File: src/rtl/exc_pkg.sv
// ---------------------------------------------------------------------------
// exc_pkg
// Shared definitions for the exception-check handshake (Data/Data_valid/Exc/ACK).
// Imported by both the requester (exc_check_requester) and the checker.
//   exc_code_e     : 3-bit exception codes carried on Exc
//   req_state_e    : requester FSM states
//   QNAN_CANON     : canonical quiet NaN used as special result
//   exc_normalize  : folds unknown codes onto NaN
//   exc_combine    : NaN over inf over normal
// ---------------------------------------------------------------------------
package exc_pkg;

  typedef enum logic [2:0] {
    EXC_NORMAL = 3'b000,
    EXC_INF    = 3'b011,
    EXC_NAN    = 3'b100
  } exc_code_e;

  typedef enum logic [2:0] {
    ST_IDLE   = 3'd0,
    ST_REQ_A  = 3'd1,
    ST_WAIT_A = 3'd2,
    ST_REQ_B  = 3'd3,
    ST_WAIT_B = 3'd4,
    ST_DONE   = 3'd5
  } req_state_e;

  localparam logic [31:0] QNAN_CANON = 32'h7FC0_0000;

  // Any code the checker is not supposed to produce is treated as NaN so that
  // a misbehaving checker can never make a bad operand look clean.
  function automatic logic [2:0] exc_normalize(input logic [2:0] code);
    case (code)
      EXC_NORMAL: return EXC_NORMAL;
      EXC_INF:    return EXC_INF;
      default:    return EXC_NAN;
    endcase
  endfunction

  function automatic logic [2:0] exc_combine(input logic [2:0] code_a,
                                             input logic [2:0] code_b);
    if (code_a == EXC_NAN || code_b == EXC_NAN) return EXC_NAN;
    if (code_a == EXC_INF || code_b == EXC_INF) return EXC_INF;
    return EXC_NORMAL;
  endfunction

endpackage

File: src/rtl/exc_check_requester.sv
// ---------------------------------------------------------------------------
// exc_check_requester
// Initiator side of the exception-check handshake. Latches an operand pair on
// start, presents A then B to the checker, captures each Exc code on ACK and
// reports per-operand and combined codes with a one-cycle done pulse.
//
// Parameters:
//   ACK_TIMEOUT : cycles allowed in a WAIT state without ACK (min 2)
//   TMO_W       : timeout counter width, 2**TMO_W > ACK_TIMEOUT
//
// Ports:
//   CLK, RSTN        clock (rising edge), synchronous active-low reset
//   start            request pulse, op_a/op_b sampled when idle
//   op_a, op_b       IEEE-754 single operands
//   busy             high in every state except idle
//   done             one-cycle pulse, results valid and held until next start
//   exc_a, exc_b     captured codes per operand
//   exc_res          combined code (NaN over inf over normal)
//   timeout_err      set with done when an ACK never arrived
//   Data, Data_valid request to the checker
//   Exc, ACK         response from the checker (Exc valid only with ACK)
//   res_data         special result, only with EXC_SPECIAL_RESULT_EN defined
//
// Optional feature macro: EXC_SPECIAL_RESULT_EN
// All outputs are registered; they are decoded from the next state.
// ---------------------------------------------------------------------------
module exc_check_requester
  import exc_pkg::*;
#(
  parameter int ACK_TIMEOUT = 8,
  parameter int TMO_W       = 4
) (
  input  logic        CLK,
  input  logic        RSTN,
  input  logic        start,
  input  logic [31:0] op_a,
  input  logic [31:0] op_b,
  output logic        busy,
  output logic        done,
  output logic [2:0]  exc_a,
  output logic [2:0]  exc_b,
  output logic [2:0]  exc_res,
  output logic        timeout_err,
  output logic [31:0] Data,
  output logic        Data_valid,
  input  logic [2:0]  Exc,
  input  logic        ACK
`ifdef EXC_SPECIAL_RESULT_EN
  ,
  output logic [31:0] res_data
`endif
);

  // The counter holds the number of WAIT cycles already spent without ACK;
  // the last allowed cycle is therefore ACK_TIMEOUT-1.
  localparam logic [TMO_W-1:0] TMO_LAST = TMO_W'(ACK_TIMEOUT - 1);

  req_state_e        state_reg, state_next;
  logic [31:0]       op_a_reg, op_a_next;
  logic [31:0]       op_b_reg, op_b_next;
  logic [TMO_W-1:0]  cnt_reg, cnt_next;
  logic              busy_reg, busy_next;
  logic              done_reg, done_next;
  logic [31:0]       data_reg, data_next;
  logic              data_valid_reg, data_valid_next;
  logic [2:0]        exc_a_reg, exc_a_next;
  logic [2:0]        exc_b_reg, exc_b_next;
  logic [2:0]        exc_res_reg, exc_res_next;
  logic              timeout_err_reg, timeout_err_next;
`ifdef EXC_SPECIAL_RESULT_EN
  logic [31:0]       res_data_reg, res_data_next;
`endif

  always_comb begin
    state_next       = state_reg;
    op_a_next        = op_a_reg;
    op_b_next        = op_b_reg;
    cnt_next         = '0;
    exc_a_next       = exc_a_reg;
    exc_b_next       = exc_b_reg;
    exc_res_next     = exc_res_reg;
    timeout_err_next = timeout_err_reg;
`ifdef EXC_SPECIAL_RESULT_EN
    res_data_next    = res_data_reg;
`endif

    case (state_reg)
      ST_IDLE: begin
        if (start) begin
          op_a_next        = op_a;
          op_b_next        = op_b;
          exc_a_next       = EXC_NORMAL;
          exc_b_next       = EXC_NORMAL;
          exc_res_next     = EXC_NORMAL;
          timeout_err_next = 1'b0;
`ifdef EXC_SPECIAL_RESULT_EN
          res_data_next    = '0;
`endif
          state_next       = ST_REQ_A;
        end
      end
      // ACK is deliberately not looked at in the REQ states: a pulse seen
      // here belongs to an earlier request.
      ST_REQ_A: state_next = ST_WAIT_A;
      ST_WAIT_A: begin
        if (ACK) begin
          exc_a_next = exc_normalize(Exc);
          state_next = ST_REQ_B;
        end else if (cnt_reg == TMO_LAST) begin
          exc_a_next       = EXC_NAN;
          timeout_err_next = 1'b1;
          state_next       = ST_DONE;
        end else begin
          cnt_next = cnt_reg + TMO_W'(1);
        end
      end
      ST_REQ_B: state_next = ST_WAIT_B;
      ST_WAIT_B: begin
        if (ACK) begin
          exc_b_next = exc_normalize(Exc);
          state_next = ST_DONE;
        end else if (cnt_reg == TMO_LAST) begin
          exc_b_next       = EXC_NAN;
          timeout_err_next = 1'b1;
          state_next       = ST_DONE;
        end else begin
          cnt_next = cnt_reg + TMO_W'(1);
        end
      end
      ST_DONE: state_next = ST_IDLE;
      default: state_next = ST_IDLE;
    endcase

    // Results are formed on the edge that enters DONE, so they appear
    // together with done and then simply hold.
    if (state_next == ST_DONE) begin
      exc_res_next = exc_combine(exc_a_next, exc_b_next);
`ifdef EXC_SPECIAL_RESULT_EN
      if (exc_res_next == EXC_NAN)
        res_data_next = QNAN_CANON;
      else if (exc_res_next == EXC_INF)
        res_data_next = (exc_a_next == EXC_INF) ? op_a_reg : op_b_reg;
      else
        res_data_next = '0;
`endif
    end

    busy_next = (state_next != ST_IDLE);
    done_next = (state_next == ST_DONE);
    case (state_next)
      ST_REQ_A, ST_WAIT_A: begin
        data_valid_next = 1'b1;
        data_next       = op_a_next;
      end
      ST_REQ_B, ST_WAIT_B: begin
        data_valid_next = 1'b1;
        data_next       = op_b_next;
      end
      default: begin
        data_valid_next = 1'b0;
        data_next       = '0;
      end
    endcase
  end

  always_ff @(posedge CLK) begin
    if (!RSTN) begin
      state_reg       <= ST_IDLE;
      op_a_reg        <= '0;
      op_b_reg        <= '0;
      cnt_reg         <= '0;
      busy_reg        <= 1'b0;
      done_reg        <= 1'b0;
      data_reg        <= '0;
      data_valid_reg  <= 1'b0;
      exc_a_reg       <= '0;
      exc_b_reg       <= '0;
      exc_res_reg     <= '0;
      timeout_err_reg <= 1'b0;
`ifdef EXC_SPECIAL_RESULT_EN
      res_data_reg    <= '0;
`endif
    end else begin
      state_reg       <= state_next;
      op_a_reg        <= op_a_next;
      op_b_reg        <= op_b_next;
      cnt_reg         <= cnt_next;
      busy_reg        <= busy_next;
      done_reg        <= done_next;
      data_reg        <= data_next;
      data_valid_reg  <= data_valid_next;
      exc_a_reg       <= exc_a_next;
      exc_b_reg       <= exc_b_next;
      exc_res_reg     <= exc_res_next;
      timeout_err_reg <= timeout_err_next;
`ifdef EXC_SPECIAL_RESULT_EN
      res_data_reg    <= res_data_next;
`endif
    end
  end

  assign busy        = busy_reg;
  assign done        = done_reg;
  assign Data        = data_reg;
  assign Data_valid  = data_valid_reg;
  assign exc_a       = exc_a_reg;
  assign exc_b       = exc_b_reg;
  assign exc_res     = exc_res_reg;
  assign timeout_err = timeout_err_reg;
`ifdef EXC_SPECIAL_RESULT_EN
  assign res_data    = res_data_reg;
`endif

endmodule

File: config.mk
export PLATFORM = sky130hd
export DESIGN_NAME = exc_check_requester
export DESIGN_NICKNAME = d
export VERILOG_FILES = /design/src/rtl/exc_pkg.sv /design/src/rtl/exc_check_requester.sv
export SDC_FILE = /design/constraint.sdc
export NUM_CORES = 1
export LEC_CHECK = 0
export ABC_AREA = 1
export CAP_MARGIN = 20
export CORE_UTILIZATION = 48
export DETAILED_ROUTE_END_ITERATION = 8
export GPL_ROUTABILITY_DRIVEN = 0
export PLACE_DENSITY_LB_ADDON = 0.3
export SYNTH_ARGS = -nofsm -noshare
export SYNTH_HDL_FRONTEND = slang
export SYNTH_SLANG_ARGS = --single-unit
export TNS_END_PERCENT = 1
File: constraint.sdc
create_clock -name CLK -period 2.16 [get_ports CLK]
set_input_delay 0.648 -clock CLK [delete_from_list [all_inputs] [get_ports CLK]]
set_output_delay 0.648 -clock CLK [all_outputs]
set_load 0.05 [all_outputs]
==> impl_results.md, run 1 <==
* Clock-pin slew of the registers on the worst-case setup and hold paths at 0.05 ns
* Levels on crit path at 1
* Clk Tree Root Cell: clkbuf_8
* CTS sink cnt at 115
* Fraction of layout cells with a size suffix above 1 at 0.1108
* Buf/Inv on CP at 1
* Hold Crit Depth at 1
* First-pass GRT wire length at between 15000 and 20000 µm
* DP Cell Count at 759
* TritonCTS clock tree: built
* Final Util at 0.7351
* Hold Vio Cnt, Final at 0
* RSZ-0062 raised after global routing: no
* Die height at 95.76 µm
* Critical path class: flop to output port
* Post-DP Area at 5567 µm²
* Rows at 33
* Remaining DRCs at 0
* Drt via density at 5.059
* Longest Clk Path Bufs at 2
* Sequential fraction of the synthesis area at 0.5457
* Synth warn at 0
* Post-route cell area at 6131 µm²
* Area growth from synthesis to layout at 45.31%
* Max Fclk at 480.0 MHz
* WL/cell at 13.86 µm
* I/O pins at around 120
* Final WL at 10960 µm
* Largest net degree at the start of global routing at 52
* R2R depth at 12
* DR vias at 4002
* Delay-heaviest family, CP: buffers and inverters
* Synth Register Bits at 115
* First-pass iteration count of the detailed router at 5
* CP cell instances: dlygate4sd2_1
* Worst EP required at approximately 1.5 ns
* Fin crit period at 2.083 ns
* Num CTS Buffers at 17
* Status: finished, final reports clean
* Worst vdd ir at 0.6358 mV
* CP peak stage delay at 0.54 ns
* Max-Cap Viols at 0
* Post-DP HPWL at 6852 µm
* Final setup viols at 0
* GR Util All Layers at 0.2515
* Layout net count at 746
* Antenna Nets Post-Route at 0
* Cell Area, Synth at 4219 µm²
* Core ar. at 8341 µm²
* Initial Util at 0.5059
* Most common cell after layout, fill and taps aside: nor2_1
* Avg Synthesized Cell Area at 7.741 µm²
* Port bufs at 115
* CP Max Fanout at 3
* Startpoint Class: flop
* Antenna cells at 0
* Max_slew headroom at 0.6387
* Fin cells at 791
* Number of global-route vias before repair at 3905
* H-tree level count at 4
* Crit. End Element: output port
* Final period util at 0.9645
* Clock Latency Late Sink at 0.51 ns
* Leak at 2.938 nW
* Setup TNS at 0 ns
* Clock Skew at 0.005748 ns
* Initial antenna violation count at 0
* Fin. max-slew vios at 0
* Mapped Cells at 545
* Die Width at 95.76 µm
* Crit-path slowest cell: dlygate4sd2_1
* Die Area at 9169 µm²
* P per Cell Area at around 1100 nW/µm²
* Critical path arrival at 1.44 ns
* Grt ovf at 0
* Commonest non-fill, non-tap cells in the layout: nor2_1, dfxtp_1, nand2_1
* Initial DRC Count at ~210
* Post-synth net total at between 600 and 700
* Unique masters post-synth at 31
* Worst hold path type: flop to flop
* Least-Margin Pin Slew at 0.5399 ns
[stage by stage]
stage / hold slack [ns] / setup WS, ns / total power, mW
floorplan: 0.4176 / 0.4650 / 3.260
global placement: 0.4283 / -0.3917 / 3.738
detailed placement: 0.4439 / -0.4320 / 3.765
CTS: 0.4565 / 0.02064 / 6.468
global route: 0.4856 / 0.001148 / 6.708
finish: 0.4551 / 0.07677 / 6.451
[layer usage]
layer	up-vias	track usage	routed length, µm
met5	-	0	0
met4	0	0.1082	195
met3	23	0.05292	774
met2	167	0.4411	5447
met1	1819	0.2966	4542
li1	1993	-	-
[cells in the mapped netlist]
cell type    n  area (µm²)
nand2_1     99       371.6
o21ai_1      1       5.000
nand3_1     40       200.2
ha_1         1       12.51
buf_1        1       3.750
nand2_2      3       18.77
nor2_2       1       6.260
or2_2        1       6.260
nand4_1      1       6.260
o21bai_1     1       7.510
a21oi_2      2       17.52
buf_2       12       60.06
mux2i_1      5       50.05
clkbuf_1     9       33.78
nand3_2      2       20.02
inv_1       19       71.32
xor2_1       1       8.760
nand3b_1     2       15.01
or2_1        1       6.260
o21ai_4      1       16.27
o21ai_0     62       310.3
nor3_1       1       5.000
a31oi_1      1       6.260
inv_2        3       11.26
dfxtp_1    115        2302
nor2_1     141       529.3
clkinv_1     1       3.750
a21oi_1      8       40.04
and2_1       1       6.260
nor3b_1      1       7.510
buf_4        8       60.06
[timing repair]
item                       4_1_cts  5_1_grt
cloned                           0        1
setup endpoints to repair       39       32
hold buffers                     0        0
resized for setup               39        3
buffers inserted                 0        0
pin swaps                        0        1
[where the power goes]
group          internal (mW)  leakage, nW  switching, mW  total (mW)
clock                   1.84        0.287          0.928        2.76
sequential              2.36        0.947         0.0655        2.43
combinational          0.426         1.70          0.837        1.26
[cell families (layout without fill, tap and decap cells)]
| logic type | after synthesis | after routing | synth area share |
|---|---|---|---|
| simple gates | 294 | 294 | 0.2841 |
| xor+xnor | 1 | 1 | 0.002076 |
| buf+inv | 53 | 193 | 0.05783 |
| compound gates | 76 | 77 | 0.09550 |
| flops | 115 | 115 | 0.5457 |
| fa+ha+maj | 1 | 1 | 0.002965 |
| mux | 5 | 5 | 0.01186 |
[final timing paths]
path / start / to / slack [ns]
worst min register to register: cnt_reg[0] / cnt_reg[0] / 0.46
worst min-delay path: cnt_reg[0] / cnt_reg[0] / 0.46
worst max register to register: cnt_reg[0] / exc_res[1] / 0.19
worst max-delay path: exc_a[2] / exc_a[2] / 0.08
[cell type report]
cell class,instances,area (µm²)
Fill cell,635,2210
Clock inverter,9,128.9
Clock buffer,22,462.9
Timing Repair Buffer,139,1325
Inverter,23,86.33
Tap cell,105,131.4
Sequential cell,115,2302
Multi-Input combinational cell,378,1694
Note: power is estimated with default switching activity, not from simulation.
==> run 2, diff against run 1 <==
--- a/config.mk
+++ b/config.mk
@@ -10,7 +10,7 @@
 export CORE_UTILIZATION = 48
 export DETAILED_ROUTE_END_ITERATION = 8
 export GPL_ROUTABILITY_DRIVEN = 0
-export PLACE_DENSITY_LB_ADDON = 0.3
+export PLACE_DENSITY = 0.84
 export SYNTH_ARGS = -nofsm -noshare
 export SYNTH_HDL_FRONTEND = slang
 export SYNTH_SLANG_ARGS = --single-unit
==> impl_results.md, run 2 (synthesized netlist as in run 1, its figures left out) <==
* Status: finished, final reports clean
* Hold Crit Depth at 1 (unchanged)
* Hold Path Origin: cnt_reg[0]
* Num CTS Buffers at 17 (unchanged)
* Crit. End Element: output port
* Die height at 95.76 µm (unchanged)
* Hold Vio Cnt, Final at 0 (unchanged)
* Remaining DRCs at 0 (unchanged)
* Critical R2R Launch: cnt_reg[0]
* Layout fillers at 603 (-5.0%)
* Max-Cap Viols at 0 (unchanged)
* Buf/Inv on CP at 1 (unchanged)
* P per Cell Area at 1018 nW/µm² (-3.2%)
* Leak at 2.945 nW (+0.22%)
* Rows at 33 (unchanged)
* CP Max Fanout at 3 (unchanged)
* Post-DP HPWL at 7211 µm (+5.2%)
* Startpoint Class: flop
* R2R depth at 12 (unchanged)
* Final period util at 0.9505 (-0.01398)
* H-tree level count at 4 (unchanged)
* Fin crit period at 2.053 ns (-0.03020 ns)
* Clock-pin slew of the registers on the worst-case setup and hold paths at 0.05 ns (about the same)
* Area growth from synthesis to layout at 45.61%
* Critical path class: flop to output port
* Max Fclk at 487.1 MHz (+1.5%)
* Drt via density at 5.101 (+0.81%)
* WL/cell at 14.16 µm (+2.2%)
* Max_slew headroom at 0.6273 (-0.01134)
* Final setup viols at 0 (unchanged)
* First-pass iteration count of the detailed router at 4 (-1)
* R2r endpoint: Data[1]
* Port bufs at 115 (unchanged)
* Multi-input gate area at 1695 µm² (about the same)
* Initial Util at 0.5059 (unchanged)
* Clk Tree Root Cell: clkbuf_8
* CTS sink cnt at 115 (unchanged)
* Least-Margin Pin Slew at 0.5569 ns (+0.01694 ns)
* Layout net count at 750 (+0.54%)
* RSZ-0062 raised after global routing: no
* Worst hold path type: flop to flop
* Place WS at -0.4997 ns (-0.06777 ns)
* Antenna Nets Post-Route at 0 (unchanged)
* GR Util All Layers at 0.2533 (+0.001773)
* Number of global-route vias before repair at 3846 (-1.5%)
* Clock Skew at 0.004992 ns (-0.0007563 ns)
* CP cell instances: dlygate4sd2_1
* CP peak stage delay at 0.54 ns (about the same)
* Fin. max-slew vios at 0 (unchanged)
* Final WL at 11260 µm (+2.7%)
* Final worst slack at 0.1070 ns (+0.03020 ns)
* R2R setup slack at 0.12 ns (-0.07 ns)
* Clock Latency Late Sink at 0.50 ns (about the same)
* Fraction of layout cells with a size suffix above 1 at 0.1116 (+0.0008070)
* Delay-heaviest family, CP: buffers and inverters
* Initial DRC Count at 196 (-6.2%)
* Worst EP required at 1.51 ns (about the same)
* Critical path arrival at 1.41 ns (-0.03 ns)
* Longest Clk Path Bufs at 2 (unchanged)
* Commonest non-fill, non-tap cells in the layout: nor2_1, dfxtp_1, nand2_1
* Register area at 2302 µm² (unchanged)
* TritonCTS clock tree: built
* Antenna cells at 0 (unchanged)
* Hold endpoint: cnt_reg[0]
* Setup TNS at 0 ns (unchanged)
* Die Area at 9169 µm² (unchanged)
* DR vias at 4055 (+1.3%)
* Core ar. at 8341 µm² (unchanged)
* First-pass GRT wire length at 17530 µm (+0.56%)
* Most common cell after layout, fill and taps aside: nor2_1
* Die Width at 95.76 µm (unchanged)
* Initial antenna violation count at 0 (unchanged)
* Worst vdd ir at 0.7429 mV (+17%)
* Largest net degree at the start of global routing at 44 (-15%)
* I/O pins at 116 (unchanged)
* Crit-path slowest cell: dlygate4sd2_1
* Grt ovf at 0 (unchanged)
-- run 2: final cells by class --
class / instances / share of cell area
flip-flops and latches: 115 / 0.3747
multi-input cells: 378 / 0.2760
repair buffers: 143 / 0.2253
clock buffers: 22 / 0.07536
well taps: 105 / 0.02138
inverters: 23 / 0.01405
clock inverters: 9 / 0.01324
-- run 2: stage by stage --
stage / util / hold slack (ns) / instances / power [mW] / area (µm²)
after floorplan: - / 0.4176 / 545 / 3.260 / 4219
after global placement: 0.6716 / 0.4281 / 761 / 3.765 / 5602
after detailed placement: 0.6716 / 0.4403 / 761 / 3.801 / 5602
after CTS: 0.7309 / 0.4520 / 792 / 6.234 / 6096
after global routing: 0.7366 / 0.4749 / 795 / 6.511 / 6143
final: 0.7366 / 0.4486 / 795 / 6.256 / 6143
-- run 2: worst max path at each step --
stage	start	end	slack, ns	cells after the start
CTS	cnt_reg[0]	Data[16]	-0.12	10
floorplan	ACK	Data[28]	0.47	11
global route	cnt_reg[0]	Data[28]	0.003	12
detailed placement	ACK	Data[30]	-0.50	10
finish	exc_a[0]	exc_a[0]	0.11	1
global placement	ACK	Data[28]	-0.38	10
-- run 2: what timing repair did --
item,in CTS,in global routing
setup endpoints to repair,74,32
buffers inserted,0,2
cloned,0,1
hold buffers,0,0
gates resized for setup,43,2
pin swaps,0,1
-- run 2: per-layer routing --
layer	vias up	share of wire	global-route usage
li1	2008	-	-
met1	1865	0.42	0.3108
met2	159	0.50	0.4268
met3	23	0.058	0.05766
met4	0	0.019	0.1082
met5	-	0	0
-- run 2: where the power goes --
part,total [mW],internal (mW),switching [mW]
sequential,2.43,2.36,0.0665
combinational,1.32,0.464,0.857
clock,2.51,1.60,0.909
total,6.26,4.42,1.83
